<file path="src/rtl/axi_lite_arb_pkg.sv">
// axi_lite_arb_pkg: shared FSM encodings and AXI response codes for the AXI-Lite arbiter
package axi_lite_arb_pkg;

    typedef enum logic [1:0] {
        W_IDLE = 2'd0,
        W_REQ  = 2'd1,
        W_RESP = 2'd2
    } wr_state_t;

    typedef enum logic [1:0] {
        R_IDLE = 2'd0,
        R_ADDR = 2'd1,
        R_RESP = 2'd2
    } rd_state_t;

    localparam logic [1:0] AXI_RESP_OKAY   = 2'b00;
    localparam logic [1:0] AXI_RESP_SLVERR = 2'b10;

endpackage

</file>
<file path="src/rtl/rr_arbiter_core.sv">
// rr_arbiter_core: picks the first active request strictly after the pointer, wrapping around
module rr_arbiter_core #(
    parameter int N = 2
) (
    input  logic [N-1:0]         req_i,
    input  logic [$clog2(N)-1:0] ptr_i,
    output logic [$clog2(N)-1:0] gnt_o,
    output logic                 valid_o
);

    localparam int IW = $clog2(N);

    function automatic logic [IW-1:0] wrap(input logic [IW-1:0] p, input int k);
        int s;
        s = int'(p) + k;
        return IW'((s >= N) ? s - N : s);
    endfunction

    // scan from the farthest candidate back to ptr+1 so the nearest active request wins
    always_comb begin
        gnt_o = ptr_i;
        for (int k = N; k >= 1; k--)
            if (req_i[wrap(ptr_i, k)]) gnt_o = wrap(ptr_i, k);
    end

    assign valid_o = |req_i;

endmodule

</file>
<file path="src/rtl/axi_lite_rr_arbiter.sv">
// axi_lite_rr_arbiter: shares one AXI-Lite sink among NUM_SRC requesters with independent RR read/write paths
module axi_lite_rr_arbiter
    import axi_lite_arb_pkg::*;
#(
    parameter int NUM_SRC    = 2,
    parameter int ADDR_WIDTH = 20,
    parameter int DATA_WIDTH = 64
) (
    input  logic                              clk,
    input  logic                              rst_n,
    input  logic [NUM_SRC-1:0]                s_awvalid,
    output logic [NUM_SRC-1:0]                s_awready,
    input  logic [NUM_SRC*ADDR_WIDTH-1:0]     s_awaddr,
    input  logic [NUM_SRC*3-1:0]              s_awprot,
    input  logic [NUM_SRC-1:0]                s_wvalid,
    output logic [NUM_SRC-1:0]                s_wready,
    input  logic [NUM_SRC*DATA_WIDTH-1:0]     s_wdata,
    input  logic [NUM_SRC*DATA_WIDTH/8-1:0]   s_wstrb,
    output logic [NUM_SRC-1:0]                s_bvalid,
    input  logic [NUM_SRC-1:0]                s_bready,
    output logic [NUM_SRC*2-1:0]              s_bresp,
    input  logic [NUM_SRC-1:0]                s_arvalid,
    output logic [NUM_SRC-1:0]                s_arready,
    input  logic [NUM_SRC*ADDR_WIDTH-1:0]     s_araddr,
    input  logic [NUM_SRC*3-1:0]              s_arprot,
    output logic [NUM_SRC-1:0]                s_rvalid,
    input  logic [NUM_SRC-1:0]                s_rready,
    output logic [NUM_SRC*DATA_WIDTH-1:0]     s_rdata,
    output logic [NUM_SRC*2-1:0]              s_rresp,
    output logic                              m_awvalid,
    input  logic                              m_awready,
    output logic [ADDR_WIDTH-1:0]             m_awaddr,
    output logic [2:0]                        m_awprot,
    output logic                              m_wvalid,
    input  logic                              m_wready,
    output logic [DATA_WIDTH-1:0]             m_wdata,
    output logic [DATA_WIDTH/8-1:0]           m_wstrb,
    input  logic                              m_bvalid,
    output logic                              m_bready,
    input  logic [1:0]                        m_bresp,
    output logic                              m_arvalid,
    input  logic                              m_arready,
    output logic [ADDR_WIDTH-1:0]             m_araddr,
    output logic [2:0]                        m_arprot,
    input  logic                              m_rvalid,
    output logic                              m_rready,
    input  logic [DATA_WIDTH-1:0]             m_rdata,
    input  logic [1:0]                        m_rresp,
    output logic [$clog2(NUM_SRC)-1:0]        wr_gnt_id,
    output logic [$clog2(NUM_SRC)-1:0]        rd_gnt_id,
    output logic                              wr_busy,
    output logic                              rd_busy
);

    localparam int IW = $clog2(NUM_SRC);
    localparam int SW = DATA_WIDTH / 8;

    wr_state_t     wr_state_q, wr_state_d;
    rd_state_t     rd_state_q, rd_state_d;
    logic [IW-1:0] wr_gnt_q, wr_gnt_d;
    logic [IW-1:0] rd_gnt_q, rd_gnt_d;
    logic          aw_done_q, aw_done_d;
    logic          w_done_q, w_done_d;
    logic [IW-1:0] wr_arb_gnt, rd_arb_gnt;
    logic          wr_arb_valid, rd_arb_valid;

    rr_arbiter_core #(.N(NUM_SRC)) u_wr_arb (
        .req_i   (s_awvalid | s_wvalid),
        .ptr_i   (wr_gnt_q),
        .gnt_o   (wr_arb_gnt),
        .valid_o (wr_arb_valid)
    );

    rr_arbiter_core #(.N(NUM_SRC)) u_rd_arb (
        .req_i   (s_arvalid),
        .ptr_i   (rd_gnt_q),
        .gnt_o   (rd_arb_gnt),
        .valid_o (rd_arb_valid)
    );

    // write path state; the grant index doubles as the round-robin pointer while idle
    always_ff @(posedge clk or negedge rst_n) begin
        if (!rst_n) begin
            wr_state_q <= W_IDLE;
            wr_gnt_q   <= IW'(NUM_SRC - 1);
            aw_done_q  <= 1'b0;
            w_done_q   <= 1'b0;
        end else begin
            wr_state_q <= wr_state_d;
            wr_gnt_q   <= wr_gnt_d;
            aw_done_q  <= aw_done_d;
            w_done_q   <= w_done_d;
        end
    end

    // write next state: grant, collect AW and W in any order, then wait for B
    always_comb begin
        wr_state_d = wr_state_q;
        wr_gnt_d   = wr_gnt_q;
        aw_done_d  = aw_done_q;
        w_done_d   = w_done_q;
        case (wr_state_q)
            W_IDLE: begin
                if (wr_arb_valid) begin
                    wr_state_d = W_REQ;
                    wr_gnt_d   = wr_arb_gnt;
                end
            end
            W_REQ: begin
                aw_done_d = aw_done_q | (m_awvalid & m_awready);
                w_done_d  = w_done_q | (m_wvalid & m_wready);
                if (aw_done_d & w_done_d) begin
                    wr_state_d = W_RESP;
                    aw_done_d  = 1'b0;
                    w_done_d   = 1'b0;
                end
            end
            W_RESP: begin
                if (m_bvalid & m_bready) wr_state_d = W_IDLE;
            end
            default: wr_state_d = W_IDLE;
        endcase
    end

    // write outputs: only the granted requester is connected downstream
    always_comb begin
        s_awready = '0;
        s_wready  = '0;
        s_bvalid  = '0;
        m_awvalid = 1'b0;
        m_wvalid  = 1'b0;
        m_bready  = 1'b0;
        m_awaddr  = s_awaddr[wr_gnt_q*ADDR_WIDTH +: ADDR_WIDTH];
        m_awprot  = s_awprot[wr_gnt_q*3 +: 3];
        m_wdata   = s_wdata[wr_gnt_q*DATA_WIDTH +: DATA_WIDTH];
        m_wstrb   = s_wstrb[wr_gnt_q*SW +: SW];
        if (wr_state_q == W_REQ) begin
            m_awvalid           = s_awvalid[wr_gnt_q] & ~aw_done_q;
            m_wvalid            = s_wvalid[wr_gnt_q] & ~w_done_q;
            s_awready[wr_gnt_q] = m_awready & ~aw_done_q;
            s_wready[wr_gnt_q]  = m_wready & ~w_done_q;
        end
        if (wr_state_q == W_RESP) begin
            m_bready           = s_bready[wr_gnt_q];
            s_bvalid[wr_gnt_q] = m_bvalid;
        end
    end

    // read path state, same pointer scheme as the write path
    always_ff @(posedge clk or negedge rst_n) begin
        if (!rst_n) begin
            rd_state_q <= R_IDLE;
            rd_gnt_q   <= IW'(NUM_SRC - 1);
        end else begin
            rd_state_q <= rd_state_d;
            rd_gnt_q   <= rd_gnt_d;
        end
    end

    // read next state: grant, pass one AR, then wait for R
    always_comb begin
        rd_state_d = rd_state_q;
        rd_gnt_d   = rd_gnt_q;
        case (rd_state_q)
            R_IDLE: begin
                if (rd_arb_valid) begin
                    rd_state_d = R_ADDR;
                    rd_gnt_d   = rd_arb_gnt;
                end
            end
            R_ADDR: begin
                if (m_arvalid & m_arready) rd_state_d = R_RESP;
            end
            R_RESP: begin
                if (m_rvalid & m_rready) rd_state_d = R_IDLE;
            end
            default: rd_state_d = R_IDLE;
        endcase
    end

    // read outputs: AR and R handshakes are steered to the granted requester only
    always_comb begin
        s_arready = '0;
        s_rvalid  = '0;
        m_arvalid = 1'b0;
        m_rready  = 1'b0;
        m_araddr  = s_araddr[rd_gnt_q*ADDR_WIDTH +: ADDR_WIDTH];
        m_arprot  = s_arprot[rd_gnt_q*3 +: 3];
        if (rd_state_q == R_ADDR) begin
            m_arvalid           = s_arvalid[rd_gnt_q];
            s_arready[rd_gnt_q] = m_arready;
        end
        if (rd_state_q == R_RESP) begin
            m_rready           = s_rready[rd_gnt_q];
            s_rvalid[rd_gnt_q] = m_rvalid;
        end
    end

    assign s_bresp   = {NUM_SRC{m_bresp}};
    assign s_rdata   = {NUM_SRC{m_rdata}};
    assign s_rresp   = {NUM_SRC{m_rresp}};
    assign wr_gnt_id = wr_gnt_q;
    assign rd_gnt_id = rd_gnt_q;
    assign wr_busy   = (wr_state_q != W_IDLE);
    assign rd_busy   = (rd_state_q != R_IDLE);

endmodule

</file>
<file path="config.mk">
export PLATFORM = sky130hd
export DESIGN_NAME = axi_lite_rr_arbiter
export DESIGN_NICKNAME = d
export VERILOG_FILES = /design/src/rtl/axi_lite_arb_pkg.sv /design/src/rtl/rr_arbiter_core.sv /design/src/rtl/axi_lite_rr_arbiter.sv
export SDC_FILE = /design/constraint.sdc
export NUM_CORES = 1
export LEC_CHECK = 0
export ABC_AREA = 1
export ABC_CLOCK_PERIOD_IN_PS = 1480
export CAP_MARGIN = 20
export CELL_PAD_IN_SITES_DETAIL_PLACEMENT = 1
export CELL_PAD_IN_SITES_GLOBAL_PLACEMENT = 1
export CORE_AREA = 2 2 233 235
export DETAILED_ROUTE_END_ITERATION = 12
export DIE_AREA = 0 0 235 237
export PLACE_DENSITY = 0.49
export SKIP_LAST_GASP = 1
export SYNTH_ARGS = -nofsm -noshare
export SYNTH_HDL_FRONTEND = slang
export SYNTH_SLANG_ARGS = --single-unit
</file>
<file path="constraint.sdc">
create_clock -name clk -period 1.48 [get_ports clk]
set_input_delay 0.222 -clock clk [delete_from_list [all_inputs] [get_ports clk]]
set_output_delay 0.222 -clock clk [all_outputs]
set_load 0.005 [all_outputs]
</file>
==> results.ini, run 1 <==
[status]
run_status=finished with violations
violations=setup timing

[synth]
synth-seq-cells=8
async_reset_ff_frac=1.000
synth_xor_area_frac=0
muxShareOfSynthArea=0
synthAdderAreaFrac=0
ys_warn_count=0
synthSimpleGateAreaFrac=0.5164
synth_fp_nets=931
seq_area_frac_synth=0.06561
syn-cell-area_sq_mm=0.003089
synth_compound_area_frac=0.02471
yosysMostFrequentCell=nand2_1
synth_flop_cell=dfrtp_1
ys_top_cells_by_area=nand2_1, buf_4, dfrtp_1, buf_2, nor3_1
synth_top_family_by_area=simple AND/OR/NAND/NOR gates
synthTopCellsByCount=nand2_1, buf_4, buf_2
synth_area_per_cell_sq_um=5.064
syn_inst=610
synth_edf_count=0
synth_cell_types=25
yosysTopAreaCellShare=0.4629
synth_largest_area_cell=nand2_1

[floorplan]
num_rows=85
die_h_microns=237
initial_core_util=0.05798
io_pins=594
dieArea_sq_mm=0.05570
core-area_sq_mm=0.05328
die_w_microns=235

[place]
place_congestion=0.7627
port_buffers=389
dp_hpwl_microns=19760

[critical_path]
rrSetupSlack_ps=-140
r2r_end=wr_state_q[0]
reg2reg_depth=10
r2r_start=wr_gnt_id
critPathLaunchType=register
critPathKind=reg -> out
crit_fanout=8
crit_arrival_ps=1670
critPathRequiredTime_ps=1260
critPathCaptureType=output port

[grt]
grt_overflow=0
grt_antenna_before_repair=3
grt_pass1_wl_microns=36020
grt_usage=0.08699
grt_max_degree=31
grt_pass1_vias=5412

[pwr]
irDropWorstVdd_v=0.0006404
netSwitchingFraction=0.4289
switchingPower_w=0.005933
seqPwrFrac=0.033
power.density_mw_per_mm2=1564
power.leakage_nw=4.198
intPower_w=0.007899
p_clk_frac=0.036
comb_power_share=0.931

[sta]
final_hold_viol_count=0
relSlewSlack=0.7159
setup_ws_ps=-413.6
finClkSkew_ps=1.456
fin_setup_tns_ps=-39530
period_share=1.279
setup_viol=139
max_freq_mhz=528.1
fin_crit_ps=1894
rsz0062_at_grt=true
slew_violations=0
tightest_slew_ps=424.8

[detailed_routing]
first_pass_iters=4
vias_per_cell=3.057
dr.first_iter.drc_count=87
vias=5106
routed_wl_microns=26710
drc=0
route.detailed.wl_per_inst_microns=15.99
ant_nets=0

[clock_network]
hold_buffers=0
clkSlewWorstSetupHoldPaths_ps=40
insertion_delay_ps=240
h-tree-depth=1
root_buffer=clkbuf_16
numCtsBuffers=3
cts_tree=yes
cts_buffer_depth=2
cts.sinks=8

[worst_hold_path]
min_path_type=in -> async

[layout]
fin_util=0.1660
final_layout_size_suffix_gt1_frac=0.4004
nNetsFinal=1296
area_growth_pct=186.3
antenna_cells=0
fill_cells=6422
register_area_sq_um=206.4
multiInputGateArea_sq_mm=0.002301

[job]
cap_violations=0

==> how the worst max path moves through the flow <==
stage	start	end	slack [ps]	depth (start not counted)
after floorplan	wr_gnt_id	s_awready[1]	160	4
after global placement	wr_gnt_id	m_wdata[39]	-550	5
after detailed placement	wr_gnt_id	m_wdata[39]	-600	5
after CTS	wr_gnt_id	m_wstrb[1]	-420	7
after global routing	wr_gnt_id	m_wdata[44]	-470	6
final	wr_gnt_id	m_wdata[39]	-410	7
==> final cells by class <==
cell class / count / share of cell area
clock buffers: 4 / 0.008912
inverters: 14 / 0.008063
flip-flops and latches: 8 / 0.02334
multi-input cells: 425 / 0.2602
well taps: 696 / 0.09846
repair inverters: 1 / 0.001273
repair buffers: 522 / 0.5998
==> registers in the layout (all words and copies together) (netlist names) <==
name,count
wr_state_q,2
aw_done_q,1
rd_gnt_id,1
rd_state_q,2
wr_gnt_id,1
w_done_q,1
==> through the flow <==
step	area, sq um	setup slack [ps]	power (W)	hold WS (ps)	instances
floorplan	3089	159.7	0.003622	-73.59	610
global placement	7030	-552.5	0.008655	444.1	1571
detailed placement	7030	-596.5	0.008711	444.1	1571
CTS	8307	-422.6	0.01277	313.0	1647
global route	8845	-465.8	0.01499	319.4	1670
finish	8845	-413.6	0.01383	290.5	1670
==> cell families after synthesis <==
family                 after synthesis
AND/OR/NAND/NOR                    412
buffers and inverters              177
AO/OA/AOI/OAI                       13
flip-flops                           8
==> power groups by stage <==
stage | clock, W | sequential, W | combinational [W]
after floorplan | 0 | 0.000415 | 0.00321
after global placement | 0 | 0.000538 | 0.00812
after detailed placement | 0 | 0.000559 | 0.00815
after CTS | 0.000495 | 0.000459 | 0.0118
after global routing | 0.000517 | 0.000479 | 0.0140
final | 0.000496 | 0.000463 | 0.0129
==> critical path, cell delays in order, from the launching register on <==
cell	delay, ps
dfstp_4	640
buf_12	160
inv_16	70
buf_16	150
buf_12	150
nand2_2	60
nand2_2	70
buf_2	130
==> cell usage in the layout (no fill, tap or decap), types with 3 or more instances in the layout <==
cell / count
buf_8: 7
nor2_1: 3
buf_6: 60
clkbuf_16: 6
inv_1: 7
dfrtp_1: 6
nand2_2: 85
nand2_4: 34
clkdlybuf4s50_1: 252
nand2_1: 265
nor3_2: 4
clkbuf_2: 9
buf_2: 69
nor2_4: 4
nor3_4: 7
buf_16: 14
buf_12: 23
dlygate4sd2_1: 39
nor2_2: 4
buf_4: 45
inv_2: 5
==> routing by layer <==
layer	global-route usage	vias up	routed length, microns
li1	-	2432	-
met1	0.09209	2289	9490
met2	0.1574	327	13620
met3	0.03626	56	2842
met4	0.02436	2	745
met5	0	-	8
==> repair_timing <==
action | 4_1_cts | 5_1_grt
setup buffers | 57 | 26
gates cloned | 15 | 4
gates resized for setup | 574 | 141
pin swaps | 54 | 38
endpoints found under the hold margin | 0 | 0
setup endpoints to repair | 142 | 143
No activity file was read; power rests on OpenSTA's default activity.
==> inputs of run 2 (changes only) <==
- CTS_CLUSTER_DIAMETER: unset -> 120
==> results of run 2 <==
Same layout as run 1: the final DEF is identical, and so are final timing and power.
